**config.mk**
```make
export PLATFORM = sky130hd
export DESIGN_NAME = soc_decerr_slave
export DESIGN_NICKNAME = d
export VERILOG_FILES = /design/src/rtl/soc_decerr_slave.sv
export SDC_FILE = /design/constraint.sdc
export NUM_CORES = 1
export LEC_CHECK = 0
export BUFFER_PORTS_ARGS = -buffer_cell sky130_fd_sc_hd__buf_2
export CAP_MARGIN = 20
export CELL_PAD_IN_SITES_DETAIL_PLACEMENT = 1
export CELL_PAD_IN_SITES_GLOBAL_PLACEMENT = 2
export CORE_MARGIN = 5
export CORE_UTILIZATION = 25
export CTS_CLUSTER_SIZE = 8
export DETAILED_ROUTE_END_ITERATION = 12
export PLACE_DENSITY = 0.91
export SLEW_MARGIN = 20
export SYNTH_ARGS = -nofsm -noshare
export SYNTH_HDL_FRONTEND = slang
export SYNTH_SLANG_ARGS = --single-unit
```
**constraint.sdc**
```tcl
create_clock -name clk_i -period 3.31 [get_ports clk_i]
set_clock_uncertainty 0.05 [all_clocks]
set_input_delay 0.662 -clock clk_i [delete_from_list [all_inputs] [get_ports clk_i]]
set_output_delay 0.662 -clock clk_i [all_outputs]
set_load 0.02 [all_outputs]
```
**src/rtl/soc_decerr_slave.sv**
```systemverilog
// rtl/soc_decerr_slave.sv - default-target AXI slave answering every access with DECERR
module soc_decerr_slave #(
    parameter int unsigned            IdWidth   = 8,
    parameter int unsigned            AddrWidth = 64,
    parameter int unsigned            DataWidth = 64,
    parameter logic [DataWidth-1:0]   RespData  = DataWidth'(64'hBADC_AB1E_DEAD_BEEF)
) (
    input  logic                 clk_i,
    input  logic                 rst_ni,
    // write address
    input  logic                 aw_valid_i,
    output logic                 aw_ready_o,
    input  logic [IdWidth-1:0]   aw_id_i,
    input  logic [AddrWidth-1:0] aw_addr_i,
    // write data
    input  logic                 w_valid_i,
    output logic                 w_ready_o,
    input  logic                 w_last_i,
    // write response
    output logic                 b_valid_o,
    input  logic                 b_ready_i,
    output logic [IdWidth-1:0]   b_id_o,
    output logic [1:0]           b_resp_o,
    // read address
    input  logic                 ar_valid_i,
    output logic                 ar_ready_o,
    input  logic [IdWidth-1:0]   ar_id_i,
    input  logic [AddrWidth-1:0] ar_addr_i,
    input  logic [7:0]           ar_len_i,
    // read data
    output logic                 r_valid_o,
    input  logic                 r_ready_i,
    output logic [IdWidth-1:0]   r_id_o,
    output logic [DataWidth-1:0] r_data_o,
    output logic [1:0]           r_resp_o,
    output logic                 r_last_o,
    // error statistics
    output logic [15:0]          err_cnt_o,
    output logic [AddrWidth-1:0] err_addr_o
);

    localparam logic [1:0] DecErr = 2'b11;

    typedef enum logic [1:0] {
        W_IDLE  = 2'd0,
        W_DRAIN = 2'd1,
        W_RESP  = 2'd2
    } w_state_e;

    typedef enum logic {
        R_IDLE = 1'b0,
        R_SEND = 1'b1
    } r_state_e;

    w_state_e             w_state_q, w_state_d;
    r_state_e             r_state_q, r_state_d;
    logic [IdWidth-1:0]   aw_id_q, aw_id_d;
    logic [IdWidth-1:0]   ar_id_q, ar_id_d;
    logic [7:0]           ar_len_q, ar_len_d;
    logic [7:0]           beat_cnt_q, beat_cnt_d;
    logic [15:0]          err_cnt_q, err_cnt_d;
    logic [AddrWidth-1:0] err_addr_q, err_addr_d;

    logic                 aw_hs;
    logic                 ar_hs;
    logic                 last_beat;
    logic [16:0]          err_sum;

    // Every output is a pure decode of registered state, never of an input.
    assign aw_ready_o = (w_state_q == W_IDLE);
    assign w_ready_o  = (w_state_q == W_DRAIN);
    assign b_valid_o  = (w_state_q == W_RESP);
    assign b_id_o     = aw_id_q;
    assign b_resp_o   = DecErr;

    assign last_beat  = (beat_cnt_q == ar_len_q);
    assign ar_ready_o = (r_state_q == R_IDLE);
    assign r_valid_o  = (r_state_q == R_SEND);
    assign r_last_o   = (r_state_q == R_SEND) && last_beat;
    assign r_id_o     = ar_id_q;
    assign r_data_o   = RespData;
    assign r_resp_o   = DecErr;

    assign err_cnt_o  = err_cnt_q;
    assign err_addr_o = err_addr_q;

    assign aw_hs = aw_valid_i && aw_ready_o;
    assign ar_hs = ar_valid_i && ar_ready_o;

    // Write path: accept address, swallow data until the last beat, then respond.
    always_comb begin
        w_state_d = w_state_q;
        aw_id_d   = aw_id_q;
        unique case (w_state_q)
            W_IDLE: begin
                if (aw_valid_i) begin
                    aw_id_d   = aw_id_i;
                    w_state_d = W_DRAIN;
                end
            end
            W_DRAIN: begin
                if (w_valid_i && w_last_i) begin
                    w_state_d = W_RESP;
                end
            end
            W_RESP: begin
                if (b_ready_i) begin
                    w_state_d = W_IDLE;
                end
            end
            default: w_state_d = W_IDLE;
        endcase
    end

    // Read path: emit len+1 error beats; the counter stops at len so it never wraps.
    always_comb begin
        r_state_d  = r_state_q;
        ar_id_d    = ar_id_q;
        ar_len_d   = ar_len_q;
        beat_cnt_d = beat_cnt_q;
        unique case (r_state_q)
            R_IDLE: begin
                if (ar_valid_i) begin
                    ar_id_d    = ar_id_i;
                    ar_len_d   = ar_len_i;
                    beat_cnt_d = 8'd0;
                    r_state_d  = R_SEND;
                end
            end
            R_SEND: begin
                if (r_ready_i) begin
                    if (last_beat) begin
                        r_state_d = R_IDLE;
                    end else begin
                        beat_cnt_d = beat_cnt_q + 8'd1;
                    end
                end
            end
            default: r_state_d = R_IDLE;
        endcase
    end

    // Error statistics: saturating count, write address takes priority on a tie.
    always_comb begin
        err_sum    = {1'b0, err_cnt_q} + 17'(aw_hs) + 17'(ar_hs);
        err_cnt_d  = err_sum[16] ? 16'hFFFF : err_sum[15:0];
        err_addr_d = err_addr_q;
        if (aw_hs) begin
            err_addr_d = aw_addr_i;
        end else if (ar_hs) begin
            err_addr_d = ar_addr_i;
        end
    end

    // State registers; reset aborts any transaction in flight.
    always_ff @(posedge clk_i or negedge rst_ni) begin
        if (!rst_ni) begin
            w_state_q  <= W_IDLE;
            r_state_q  <= R_IDLE;
            aw_id_q    <= '0;
            ar_id_q    <= '0;
            ar_len_q   <= '0;
            beat_cnt_q <= '0;
            err_cnt_q  <= '0;
            err_addr_q <= '0;
        end else begin
            w_state_q  <= w_state_d;
            r_state_q  <= r_state_d;
            aw_id_q    <= aw_id_d;
            ar_id_q    <= ar_id_d;
            ar_len_q   <= ar_len_d;
            beat_cnt_q <= beat_cnt_d;
            err_cnt_q  <= err_cnt_d;
            err_addr_q <= err_addr_d;
        end
    end

endmodule

```
==> flow_summary.ini <==
[sta]
timing.fmax_ghz = 0.376
tightest_slew_ns = 0.836
slew_violations = 0
period_share_pct = 80.2
post-route-min-period_ns = 2.66
tns_ns = 0
hold_viol = 0
grt_setup_unrepaired = false
slew_headroom_pct = 44.2
setup_viol_count_final = 0
whs_ns = 0.244

[clock_tree]
cts_tree = yes
cts.path.max_buffers = 2
clock_sinks = 115
htreeDepth = 4
cts_setup_buffers = 0
cts_inserted_buffers = 17
cts.reportedPaths.clkPinSlew_ns = 0.05
cts_resized = 0
holdBufCountCts = 0
root_buffer = clkbuf_16
insertion_delay_ns = 0.41

[die]
die_area_mm2 = 0.0265
io-pin-count = 330
start_util_pct = 25.1
die_w_um = 163
core_area_mm2 = 0.0233
rows = 56
die_y_um = 163

[detailed_routing]
viasPerCell = 4.22
antenna_left = 0
drc = 0
drtPass1Iterations = 4
routed_wl_um = 18300
drtIter0Drc = 209
num_vias = 4920
wl_per_cell_um = 15.7

[placement]
gp_congestion = 0.776
dp.final_hpwl_um = 13900
io_buffers = 261

[global_routing]
grt.total_usage_pct = 13.5
overflow = 0
grt_pass1_wl_um = 28400
antenna_found_initial = 1
grt_max_degree = 93
first_global_vias = 5253

[logic_synthesis]
ys_ff_latch = 115
yosysSeqAreaShare_pct = 49.2
synthCells = 577
ys_types = 42
async_flop_share_pct = 100
netlist_area_mm2 = 0.00585
synth.avg_cell_area_um2 = 10.1
synth_edf_count = 0
synth_ff_type = dfrtp_1
yosysWarnings = 0

[worst_setup_path]
timing.rr.start = w_state_q[1]$_DFFE_PN0P_
worstPathMaxFanout = 13
crit_required_ns = 3.58
r2r_cells = 10
crit_arrival_ns = 2.93
cpMostUsedCell = nor2_1
cp-end-kind = flip-flop
crit_path_start_kind = flip-flop
path_class = flip-flop to flip-flop
crit_path_top_delay_cell = fa_1
r2r_setup_slack_ns = 0.65
worstPathCellList = nor2_1 -> and2_4 -> clkinv_1 -> fa_1 -> inv_1 -> ha_1 -> nand2_1 -> nor2_1 -> nand3_1 -> o21ai_0
r2r-end = err_cnt_o[6]$_DFF_PN0_
critPathMaxStageDelay_ns = 0.42

[final_layout]
fin_nets = 998
drive_above_1_share_pct = 38.1
diodes = 0
syn_to_final_growth_pct = 34.0

[flow_run]
maxCapViolCount = 0

[pwr]
powerDensity_mw_per_mm2 = 880
irDropWorstVdd_uv = 350
power_leakage_nw = 4.40

[run_status]
outcome = completed

[min_path]
worstHoldPathType = primary input to async pin
## cells by family (layout without fill, tap and decap cells)
family | after synthesis | after routing | synth area share (%)
compound gates | 83 | 83 | 7.96
xor+xnor | 17 | 17 | 2.55
fa+ha+maj | 3 | 3 | 0.770
buf+inv | 111 | 314 | 11.9
flops | 115 | 115 | 49.2
mux | 82 | 82 | 14.4
other cells | 2 | 68 | 0.128
simple gates | 164 | 164 | 13.1
## cell usage in the layout, fill, tap and decap left out, drive strengths merged, types with 3 or more instances in the layout
cell,Yosys,layout
buf,83,269
dfrtp,115,115
nand2,109,109
conb,2,68
o21ai,67,67
mux2i,65,65
clkbuf,13,27
mux2,17,17
inv,14,14
nor2,12,12
nand3,12,12
xor2,10,10
xnor2,7,7
or3,6,6
o221ai,6,6
nand4,6,6
nor3,4,4
nor4,4,4
nor2b,3,3
a31oi,3,3
and3,3,3
## registers in the layout, summed over array words and instances, names as in the netlist
register,count
err_cnt_o,16
beat_cnt_q,8
r_valid_o,1
w_state_q,2
r_id_o,8
b_id_o,8
ar_len_q,8
err_addr_o,64
## per-layer routing
layer / wire length (um) / GRT usage (%)
met1: 7550 / 16.1
met2: 9170 / 23.1
met3: 1300 / 4.43
met4: 267 / 4.08
met5: 20 / 0
## power by group
| group | switching, mW | total [mW] | internal (mW) |
|---|---|---|---|
| Clock | 0.638 | 1.80 | 1.16 |
| Combinational | 1.69 | 2.64 | 0.952 |
| Sequential | 0.435 | 2.46 | 2.02 |
| Total | 2.76 | 6.90 | 4.14 |
## worst max-delay path by stage
stage / startpoint / to / slack, ns / cells after the start
finish: w_state_q[1]$_DFFE_PN0P_ / err_cnt_o[6]$_DFF_PN0_ / 0.65 / 10
global route: w_state_q[1]$_DFFE_PN0P_ / err_cnt_o[5]$_DFF_PN0_ / 0.36 / 10
CTS: w_state_q[1]$_DFFE_PN0P_ / err_cnt_o[1]$_DFF_PN0_ / 0.61 / 10
detailed placement: aw_valid_i / err_cnt_o[1]$_DFF_PN0_ / 0.45 / 10
global placement: aw_valid_i / err_cnt_o[5]$_DFF_PN0_ / 0.53 / 10
floorplan: w_state_q[1]$_DFFE_PN0P_ / err_cnt_o[15]$_DFF_PN0_ / 0.31 / 10
## synthesized netlist by cell type (3+ instances only)
| master | count | area share, % |
|---|---|---|
| nor2_1 | 12 | 0.77 |
| buf_4 | 69 | 8.9 |
| a31oi_1 | 3 | 0.32 |
| clkbuf_1 | 13 | 0.83 |
| o21ai_0 | 67 | 5.7 |
| inv_1 | 14 | 0.90 |
| nand4_1 | 4 | 0.43 |
| nand2_1 | 109 | 7.0 |
| mux2_2 | 16 | 3.1 |
| dfrtp_1 | 115 | 49 |
| o221ai_1 | 5 | 0.75 |
| nor3_1 | 4 | 0.34 |
| buf_2 | 14 | 1.2 |
| nand3_1 | 12 | 1.0 |
| xor2_1 | 10 | 1.5 |
| nor2b_1 | 3 | 0.32 |
| or3_1 | 5 | 0.53 |
| xnor2_1 | 7 | 1.0 |
| mux2i_1 | 65 | 11 |
## area by class of cell
type,instances,area [um2]
clock buffer,27,533
sequential,115,2880
multi-input combinational,417,2530
fill,2793,15400
inverter,15,56.3
timing repair buffer,269,1390
clock inverter,3,42.5
tap,319,399
## worst max-delay path: cells and delay by family (launching register included)
family,cells,cell delay [ns]
AO/OA/AOI/OAI,1,0.20
adder cells (fa/ha/maj),2,0.61
buffers and inverters,2,0.16
flip-flops,1,0.39
AND/OR/NAND/NOR,5,1.17
## per-stage QoR
stage	power (mW)	cells	area [um2]	setup slack [ns]	util, %
final	6.90	1165	7840	0.654	33.7
after global routing	7.40	1165	7840	0.358	33.7
after CTS	7.04	1165	7840	0.608	33.7
after detailed placement	5.18	1135	7260	0.449	31.2
after global placement	5.06	1135	7260	0.529	31.2
after floorplan	4.15	643	6090	0.309	-
Power figures use the tool's default switching activity.
